### config.mk
export PLATFORM = sky130hd
export DESIGN_NAME = johnson_phase_monitor
export DESIGN_NICKNAME = d
export VERILOG_FILES = /design/src/rtl/johnson_phase_monitor_pkg.sv /design/src/rtl/johnson_phase_monitor_decode.sv /design/src/rtl/johnson_phase_monitor.sv
export SDC_FILE = /design/constraint.sdc
export NUM_CORES = 1
export LEC_CHECK = 0
export CAP_MARGIN = 5
export CORE_MARGIN = 2
export CORE_UTILIZATION = 49
export DETAILED_ROUTE_END_ITERATION = 10
export GPL_TIMING_DRIVEN = 0
export HOLD_SLACK_MARGIN = 0.06
export MAX_ROUTING_LAYER = met4
export PLACE_DENSITY = 0.78
export RECOVER_POWER = 100
export SLEW_MARGIN = 20
export SYNTH_ARGS = -nofsm -noshare
export SYNTH_HDL_FRONTEND = slang
export SYNTH_SLANG_ARGS = --single-unit
### constraint.sdc
create_clock -name clk -period 4.2 [get_ports clk]
set_input_delay 0.42 -clock clk [delete_from_list [all_inputs] [get_ports clk]]
set_output_delay 0.42 -clock clk [all_outputs]
set_load 0.02 [all_outputs]
### src/rtl/johnson_phase_monitor_pkg.sv
// Shared definitions for Johnson-counter consumers: step-direction codes and
// phase-count derivation.
package johnson_phase_monitor_pkg;

  typedef enum logic [1:0] {
    DIR_HOLD = 2'b00,
    DIR_FWD  = 2'b01,
    DIR_BWD  = 2'b10,
    DIR_JUMP = 2'b11
  } dir_e;

  function automatic int unsigned nph_of(input int unsigned width);
    return 2 * width;
  endfunction

endpackage

### src/rtl/johnson_phase_monitor_decode.sv
// Combinational Johnson-code decoder: maps a WIDTH-bit code to {legal, phase index}.
module johnson_decode #(
  parameter int WIDTH = 4,
  parameter int PH_W  = $clog2(2 * WIDTH)
) (
  input  logic [WIDTH-1:0] q_in,
  output logic             legal,
  output logic [PH_W-1:0]  phase_idx
);
  import johnson_phase_monitor_pkg::*;

  // Phases below WIDTH fill ones from the MSB; the rest drain them from the MSB.
  function automatic logic [WIDTH-1:0] code_of(input int unsigned k);
    logic [WIDTH-1:0] ones;
    ones = '1;
    if (k < WIDTH) return ~(ones >> k);
    else           return ones >> (k - WIDTH);
  endfunction

  always_comb begin
    legal     = 1'b0;
    phase_idx = '0;
    for (int unsigned k = 0; k < nph_of(WIDTH); k++) begin
      if (!legal && (q_in == code_of(k))) begin
        legal     = 1'b1;
        phase_idx = PH_W'(k);
      end
    end
  end

endmodule

### src/rtl/johnson_phase_monitor.sv
// Johnson phase monitor: registered phase decode, step direction, signed lap
// count and sticky error flag for a Johnson counter output.
module johnson_phase_monitor
  import johnson_phase_monitor_pkg::*;
#(
  parameter int WIDTH = 4,
  parameter int LAP_W = 8,
  localparam int NPH  = 2 * WIDTH,
  localparam int PH_W = $clog2(NPH)
) (
  input  logic             clk,
  input  logic             clear,
  input  logic [WIDTH-1:0] q_in,
  input  logic             err_clr,
  output logic [PH_W-1:0]  phase,
  output logic [NPH-1:0]   phase_onehot,
  output logic             valid,
  output logic [1:0]       dir,
  output logic [LAP_W-1:0] lap_count,
  output logic             lap_pulse,
  output logic             err_sticky
);

  logic            w_legal;
  logic [PH_W-1:0] w_dec_ph;
  logic [PH_W-1:0] w_fwd_ph;
  logic [PH_W-1:0] w_bwd_ph;

  logic [PH_W-1:0]  r_phase,  n_phase;
  logic [NPH-1:0]   r_onehot, n_onehot;
  logic             r_valid,  n_valid;
  dir_e             r_dir,    n_dir;
  logic [LAP_W-1:0] r_lap,    n_lap;
  logic             r_pulse,  n_pulse;
  logic             r_err,    n_err;
  logic             w_err_set;

  johnson_decode #(.WIDTH(WIDTH), .PH_W(PH_W)) u_decode (
    .q_in      (q_in),
    .legal     (w_legal),
    .phase_idx (w_dec_ph)
  );

  // mod-NPH neighbours of the registered phase; NPH need not be a power of two
  assign w_fwd_ph = (r_phase == PH_W'(NPH - 1)) ? '0 : r_phase + 1'b1;
  assign w_bwd_ph = (r_phase == '0) ? PH_W'(NPH - 1) : r_phase - 1'b1;

  always_comb begin
    n_phase   = r_phase;
    n_valid   = r_valid;
    n_dir     = DIR_HOLD;
    n_lap     = r_lap;
    n_pulse   = 1'b0;
    w_err_set = 1'b0;

    if (!w_legal) begin
      n_valid   = 1'b0;
      w_err_set = 1'b1;
    end else if (!r_valid) begin
      n_phase = w_dec_ph;
      n_valid = 1'b1;
    end else if (w_dec_ph == r_phase) begin
      n_dir = DIR_HOLD;
    end else if (w_dec_ph == w_fwd_ph) begin
      n_dir   = DIR_FWD;
      n_phase = w_dec_ph;
      if (r_phase == PH_W'(NPH - 1)) begin
        n_lap   = r_lap + 1'b1;
        n_pulse = 1'b1;
      end
    end else if (w_dec_ph == w_bwd_ph) begin
      n_dir   = DIR_BWD;
      n_phase = w_dec_ph;
      if (r_phase == '0) begin
        n_lap   = r_lap - 1'b1;
        n_pulse = 1'b1;
      end
    end else begin
      n_dir     = DIR_JUMP;
      n_phase   = w_dec_ph;
      w_err_set = 1'b1;
    end

    n_err    = w_err_set ? 1'b1 : (err_clr ? 1'b0 : r_err);
    n_onehot = n_valid ? (NPH'(1) << n_phase) : '0;
  end

  always_ff @(posedge clk) begin
    if (clear) begin
      r_phase  <= '0;
      r_onehot <= '0;
      r_valid  <= 1'b0;
      r_dir    <= DIR_HOLD;
      r_lap    <= '0;
      r_pulse  <= 1'b0;
      r_err    <= 1'b0;
    end else begin
      r_phase  <= n_phase;
      r_onehot <= n_onehot;
      r_valid  <= n_valid;
      r_dir    <= n_dir;
      r_lap    <= n_lap;
      r_pulse  <= n_pulse;
      r_err    <= n_err;
    end
  end

  assign phase        = r_phase;
  assign phase_onehot = r_onehot;
  assign valid        = r_valid;
  assign dir          = r_dir;
  assign lap_count    = r_lap;
  assign lap_pulse    = r_pulse;
  assign err_sticky   = r_err;

endmodule

==> results of run 1 <==
-- registers in the layout, indices dropped and copies added, names as in the netlist --
name          cells
err_sticky        1
valid             1
lap_count         8
phase_onehot      8
phase             3
lap_pulse         1
dir               2
-- layer usage --
metal | GRT usage (%) | vias to the layer above | part of all wire [%]
met5 | - | - | 0
met4 | 3.32 | 0 | 0.35
met3 | 5.44 | 2 | 5.9
met2 | 34.5 | 34 | 49
met1 | 19.8 | 542 | 44
li1 | - | 617 | -
-- synth_stat cells (all sizes together) (4+ instances only) --
cell type,number
ha,10
nand2b,5
nor3,5
dfxtp,24
nand2,4
clkbuf,4
xnor2,9
inv,7
nor2,26
buf,4
nor4,4
a21oi,10
mux2i,7
xor2,5
-- per-stage QoR --
step                std cells  area, µm²  power (mW)
finish                    223       1740       0.474
global route              223       1740       0.497
CTS                       223       1750       0.483
detailed placement        219       1710       0.361
global placement          219       1710       0.357
floorplan                 158       1380       0.326
-- power groups by stage --
stage	Sequential, mW	Combinational [mW]	Clock, mW
global route	0.241	0.125	0.132
CTS	0.240	0.116	0.127
finish	0.239	0.113	0.121
detailed placement	0.245	0.116	0
floorplan	0.252	0.0746	0
global placement	0.245	0.112	0
-- cells by family (layout without fill, tap and decap cells) --
logic type | after synthesis | in the layout | synth area share (%)
flops | 24 | 24 | 34.9
buf+inv | 15 | 49 | 5.10
mux | 7 | 7 | 5.10
compound gates | 26 | 26 | 12.6
xor+xnor | 14 | 14 | 8.92
simple gates | 61 | 61 | 22.7
fa+ha+maj | 11 | 11 | 10.6
-- layout make-up --
class | count | area [µm²] | area share (%)
buffer | 8 | 35.0 | 2.01
clock buffer | 4 | 36.3 | 2.08
timing repair buffer | 30 | 300 | 17.2
multi-input combinational | 119 | 825 | 47.3
inverter | 7 | 26.3 | 1.51
tap | 31 | 38.8 | 2.23
sequential | 24 | 480 | 27.6
-- worst max path at each step --
| stage | start | to | slack [ns] | depth (start not counted) |
|---|---|---|---|---|
| finish | q_in[0] | lap_count[7] | 0.49 | 12 |
| CTS | q_in[0] | lap_count[7] | 0.57 | 12 |
| floorplan | phase[1] | lap_count[7] | 0.95 | 12 |
| global placement | q_in[0] | lap_count[7] | 0.31 | 13 |
| global route | q_in[0] | lap_count[7] | 0.20 | 13 |
| detailed placement | q_in[0] | lap_count[7] | 0.23 | 12 |
-- worst register-to-register path, delay by kind of cell, from the launching register on --
| kind | cells | cell delay (ns) |
|---|---|---|
| flops | 1 | 0.49 |
| fa+ha+maj | 2 | 0.80 |
| xor+xnor | 2 | 0.44 |
| simple gates | 3 | 0.91 |
| buf+inv | 1 | 0.15 |
| compound gates | 3 | 0.72 |
==> results.yml, run 1 <==
drt:
  wl_per_cell_um: 12.7
  vias: 1195
  drt_iter0_drc: 10
  routed_wl_um: 2820
  route.detailed.drc: 0
  viasPerCell: 5.36
  drtPass1Iterations: 4
  ant_nets: 0
final_layout:
  num_antenna_cells: 0
  layout_commonest_cell: "dlygate4sd3_1"
  syn2layout_area_growth_pct: 26.7
  fin_nets: 211
  final_cell_mix: "27 x dlygate4sd3_1, 26 x nor2_1, 24 x dfxtp_1"
  utilization_pct: 64.3
  fill_cells: 253
  drive_above_1_share_pct: 5.21
grt:
  grt_usage_pct: 18.7
  grt_max_degree: 14
  grt_pass1_vias: 1138
  antenna_found_initial: 0
  grt_overflow: 0
  grt_pass1_wl_um: 4700
cts:
  cts_sinks: 24
  root_buffer: "clkbuf_4"
  numCtsBuffers: 3
  clock_path_buffers: 2
  cts_tree: "done"
  htreeDepth: 1
  postCtsSetupBuffers: 0
  cts-hold-fix-buffers: 0
  clock_latency_ns: 0.32
  clkTransAtPathRegs_ns: 0.14
  ctsResizeCount: 0
synth:
  synth_top_area_cell: "dfxtp_1"
  synth_edf_count: 0
  syn_area_mm2: 0.00138
  synth_area_leaders: "dfxtp_1 35%, ha_1 9.1%, nor2_1 7.1%, xnor2_1 5.7%, mux2i_1 5.1%"
  ys_seq_elements: 24
  ys_seq_area_share_pct: 34.9
  avgSynthCellArea_um2: 8.70
  syn-num-nets: 176
  netlist_instances: 158
  dominantRegCellSynth: "dfxtp_1"
  synth.distinct_cells: 41
  synth_top_area_share_pct: 34.9
  yosysWarnings: 0
  synthArstFlopShare_pct: 0
critical_path:
  start_kind: "input port"
  cpMaxStageDelayCell: "dlygate4sd3_1"
  arrival_ns: 3.98
  path_buf_inv: 1
  cpPeakStageDelay_ns: 0.62
  rrSetupSlack_ns: 0.66
  r2r-end: "lap_count[7]"
  end_kind: "flop"
  worstSetupPathType: "input port to flop"
  crit_fanout: 10
  cp_top_family: "simple AND/OR/NAND/NOR gates"
  cp_cell_sequence: "dlygate4sd3_1 -> nand2b_1 -> a2bb2oi_2 -> xnor2_1 -> nand3_1 -> ha_1 -> nor2b_1 -> o31a_1 -> o41ai_1 -> xor2_1 -> or3_1 -> a21oi_1"
  reg2reg_depth: 11
  cp.required_ns: 4.47
  r2r_start: "phase[1]"
timing:
  skew_ns: 0.0183
  finalSetupViolCount: 0
  slew_viol_final: 0
  grt_setup_unrepaired: "false"
  fmax_mhz: 270
  period_minus_slack_ns: 3.71
  slew_headroom_pct: 59.4
  timing.final.crit_share_pct: 88.3
  fin_ws_ns: 0.492
  tns_ns: 0
  worst_hold_slack_ns: 0.511
  max_slew.worst_pin.slew_ns: 0.609
  hold_viol: 0
place:
  gp_congestion: 0.907
  preCtsSetupSlack_ns: 0.234
  port-buffer-count: 30
  hpwl_um: 2170
outcome:
  status: "complete, no violations"
floorplan:
  io-pin-count: 31
  fp-row-count: 19
  dieArea_mm2: 0.00325
  die_w_um: 57.0
  coreArea_mm2: 0.00271
  die_h_um: 57.0
  start_util_pct: 50.7
pwr:
  internal_power_uw: 336
  seq_power_share_pct: 50.5
  p_leak_nw: 0.794
  clkPwrFrac_pct: 25.6
  ir_worst_vdd_mv: 0.242
  combPwrFrac_pct: 23.8
  p_sw_share_pct: 29.1
  power_density_mw_per_mm2: 272
  power_switching_uw: 138
hold_path:
  hold_path_end: "lap_count[7]"
  worstHoldPathType: "flop to flop"
  hp-start: "lap_count[7]"
  whs_path_depth: 2
run:
  maxCapViolCount: 0
Power figures use the tool's default switching activity.
==> run 2, diff against run 1 <==
CORE_UTILIZATION = 50   (was 49)
DONT_BUFFER_PORTS = 1   (was not set)
PLACE_DENSITY = not set   (was 0.78)
==> run 2 against run 1 <==
  * Utilization shrank 11 points
  * Power fell by 3.2%
  * Die area decreased by 1.9%
  * Largest cell class unchanged
  * Sequential share of layout area increased by 5.8 points
  * Maximum frequency decreased by 3.2%
==> results.yml, run 2 (same netlist as run 1, synthesis figures left out) <==
outcome:
  status: "complete, no violations"
timing:
  max_slew.worst_pin.slew_ns: 0.626
  fmax_mhz: 261
  timing.final.crit_share_pct: 91.2
  grt_setup_unrepaired: "false"
  skew_ns: 0.00165
  slew_headroom_pct: 58.3
  period_minus_slack_ns: 3.83
  fin_ws_ns: 0.369
  finalSetupViolCount: 0
  slew_viol_final: 0
  hold_viol: 0
  tns_ns: 0
hold_path:
  whs_path_depth: 2
  worstHoldPathType: "input port to flop"
  hp-start: "clear"
  hold_path_end: "phase_onehot[2]"
pwr:
  p_sw_share_pct: 29.4
  combPwrFrac_pct: 19.2
  power_switching_uw: 135
  power_density_mw_per_mm2: 318
  p_leak_nw: 0.608
  clkPwrFrac_pct: 26.5
  ir_worst_vdd_mv: 0.210
  seq_power_share_pct: 54.2
  total_power_uw: 459
  internal_power_uw: 324
critical_path:
  rrSetupSlack_ns: 0.37
  cpMaxStageDelayCell: "dfxtp_1"
  end_kind: "flop"
  cp.required_ns: 4.45
  crit_fanout: 10
  worstSetupPathType: "flop to flop"
  r2r_start: "phase[1]"
  arrival_ns: 4.08
  cp_cell_sequence: "inv_1 -> ha_1 -> xnor2_1 -> nand3_1 -> ha_1 -> a21oi_1 -> nor2b_1 -> o31a_1 -> o41ai_1 -> xor2_1 -> or3_1 -> a21oi_1"
  r2r-end: "lap_count[7]"
  cpPeakStageDelay_ns: 0.61
  reg2reg_depth: 12
  start_kind: "flop"
cts:
  cts_sinks: 24
  root_buffer: "clkbuf_4"
  numCtsBuffers: 3
  cts_tree: "done"
  htreeDepth: 1
  postCtsSetupBuffers: 0
  ctsResizeCount: 0
  clock_latency_ns: 0.31
  cts-hold-fix-buffers: 0
  clock_path_buffers: 2
  clkTransAtPathRegs_ns: 0.13
final_layout:
  final_cell_mix: "26 x nor2_1, 24 x dfxtp_1, 10 x a21oi_1, 10 x ha_1, 9 x xnor2_1"
  drive_above_1_share_pct: 5.56
  syn2layout_area_growth_pct: 4.73
  layout_commonest_cell: "nor2_1"
  num_antenna_cells: 0
  utilization_pct: 53.6
  fin_nets: 181
  design_area_mm2: 0.00144
drt:
  routed_wl_um: 2630
  viasPerCell: 5.47
  wl_per_cell_um: 13.6
  ant_nets: 0
  drtPass1Iterations: 4
  route.detailed.drc: 0
  drt_iter0_drc: 28
  vias: 1055
floorplan:
  die_w_um: 56.4
  io-pin-count: 31
  die_h_um: 56.4
  fp-row-count: 19
  start_util_pct: 51.2
  dieArea_mm2: 0.00319
  coreArea_mm2: 0.00269
grt:
  grt_max_degree: 14
  grt_usage_pct: 18.2
  grt_overflow: 0
  antenna_found_initial: 0
  grt_pass1_vias: 1002
  grt_pass1_wl_um: 4500
place:
  gp_congestion: 0.800
  post_dp_cell_area_mm2: 0.00141
  port-buffer-count: 0
  preCtsSetupSlack_ns: 0.390
  hpwl_um: 2060
run:
  maxCapViolCount: 0
-- run 2: cell count changes in the layout (fill, tap and decap cells not counted) --
cell,before,now
dlygate4sd3_1,27,0
clkdlybuf4s50_1,3,0
buf_2,1,0
clkbuf_1,6,7
-- run 2: per-layer routing --
layer  vias up  track usage, %  share of wire (%)
met5         -               -                  0
met4         0            5.10               0.76
met3         2            4.15                3.5
met2        18            31.7                 50
met1       474            20.9                 46
li1        561               -                  -
-- run 2: stage by stage --
stage,std cells,hold WS [ns]
final,193,0.294
after global routing,193,0.288
after CTS,193,0.286
after detailed placement,189,0.603
after global placement,189,0.580
after floorplan,158,0.562
-- run 2: area by class of cell --
type,count,area (µm²)
Buffer,8,33.8
Clock buffer,4,36.3
Fill cell,255,1250
Inverter,7,26.3
Multi-Input combinational cell,119,825
Sequential cell,24,480
Tap cell,31,38.8
-- run 2: worst max path at each step --
stage | from | endpoint | slack, ns | cells past startpoint
2_1_floorplan | phase[1] | lap_count[7] | 0.95 | 12
3_5_place_dp | phase[1] | lap_count[7] | 0.39 | 12
3_3_place_gp | phase[1] | lap_count[7] | 0.49 | 12
5_1_grt | phase[1] | lap_count[7] | 0.02 | 12
4_1_cts | phase[1] | lap_count[7] | 0.36 | 12
6_report | phase[1] | lap_count[7] | 0.37 | 12
-- run 2: worst max-delay path: cells and delay by family (launching register included) --
kind                       cells  cell delay, ns
AOI/OAI and AO/OA              4            0.90
and+or+nand+nor                3            0.84
adders and majority gates      2            0.76
DFF                            1            0.61
xor gates and xnor gates       2            0.47
buffers and inverters          1            0.19
-- run 2: power groups by stage --
| stage | logic [mW] | registers [mW] | clock network, mW |
|---|---|---|---|
| floorplan | 0.0746 | 0.252 | 0 |
| global placement | 0.0861 | 0.254 | 0 |
| detailed placement | 0.0890 | 0.254 | 0 |
| CTS | 0.0893 | 0.249 | 0.125 |
| global route | 0.100 | 0.250 | 0.135 |
| finish | 0.0883 | 0.249 | 0.122 |
==> run 3, diff against run 2 <==
TNS_END_PERCENT = 1   (was not set)
==> results of run 3 <==
The final DEF is identical to that of run 2; final timing and power are the same.
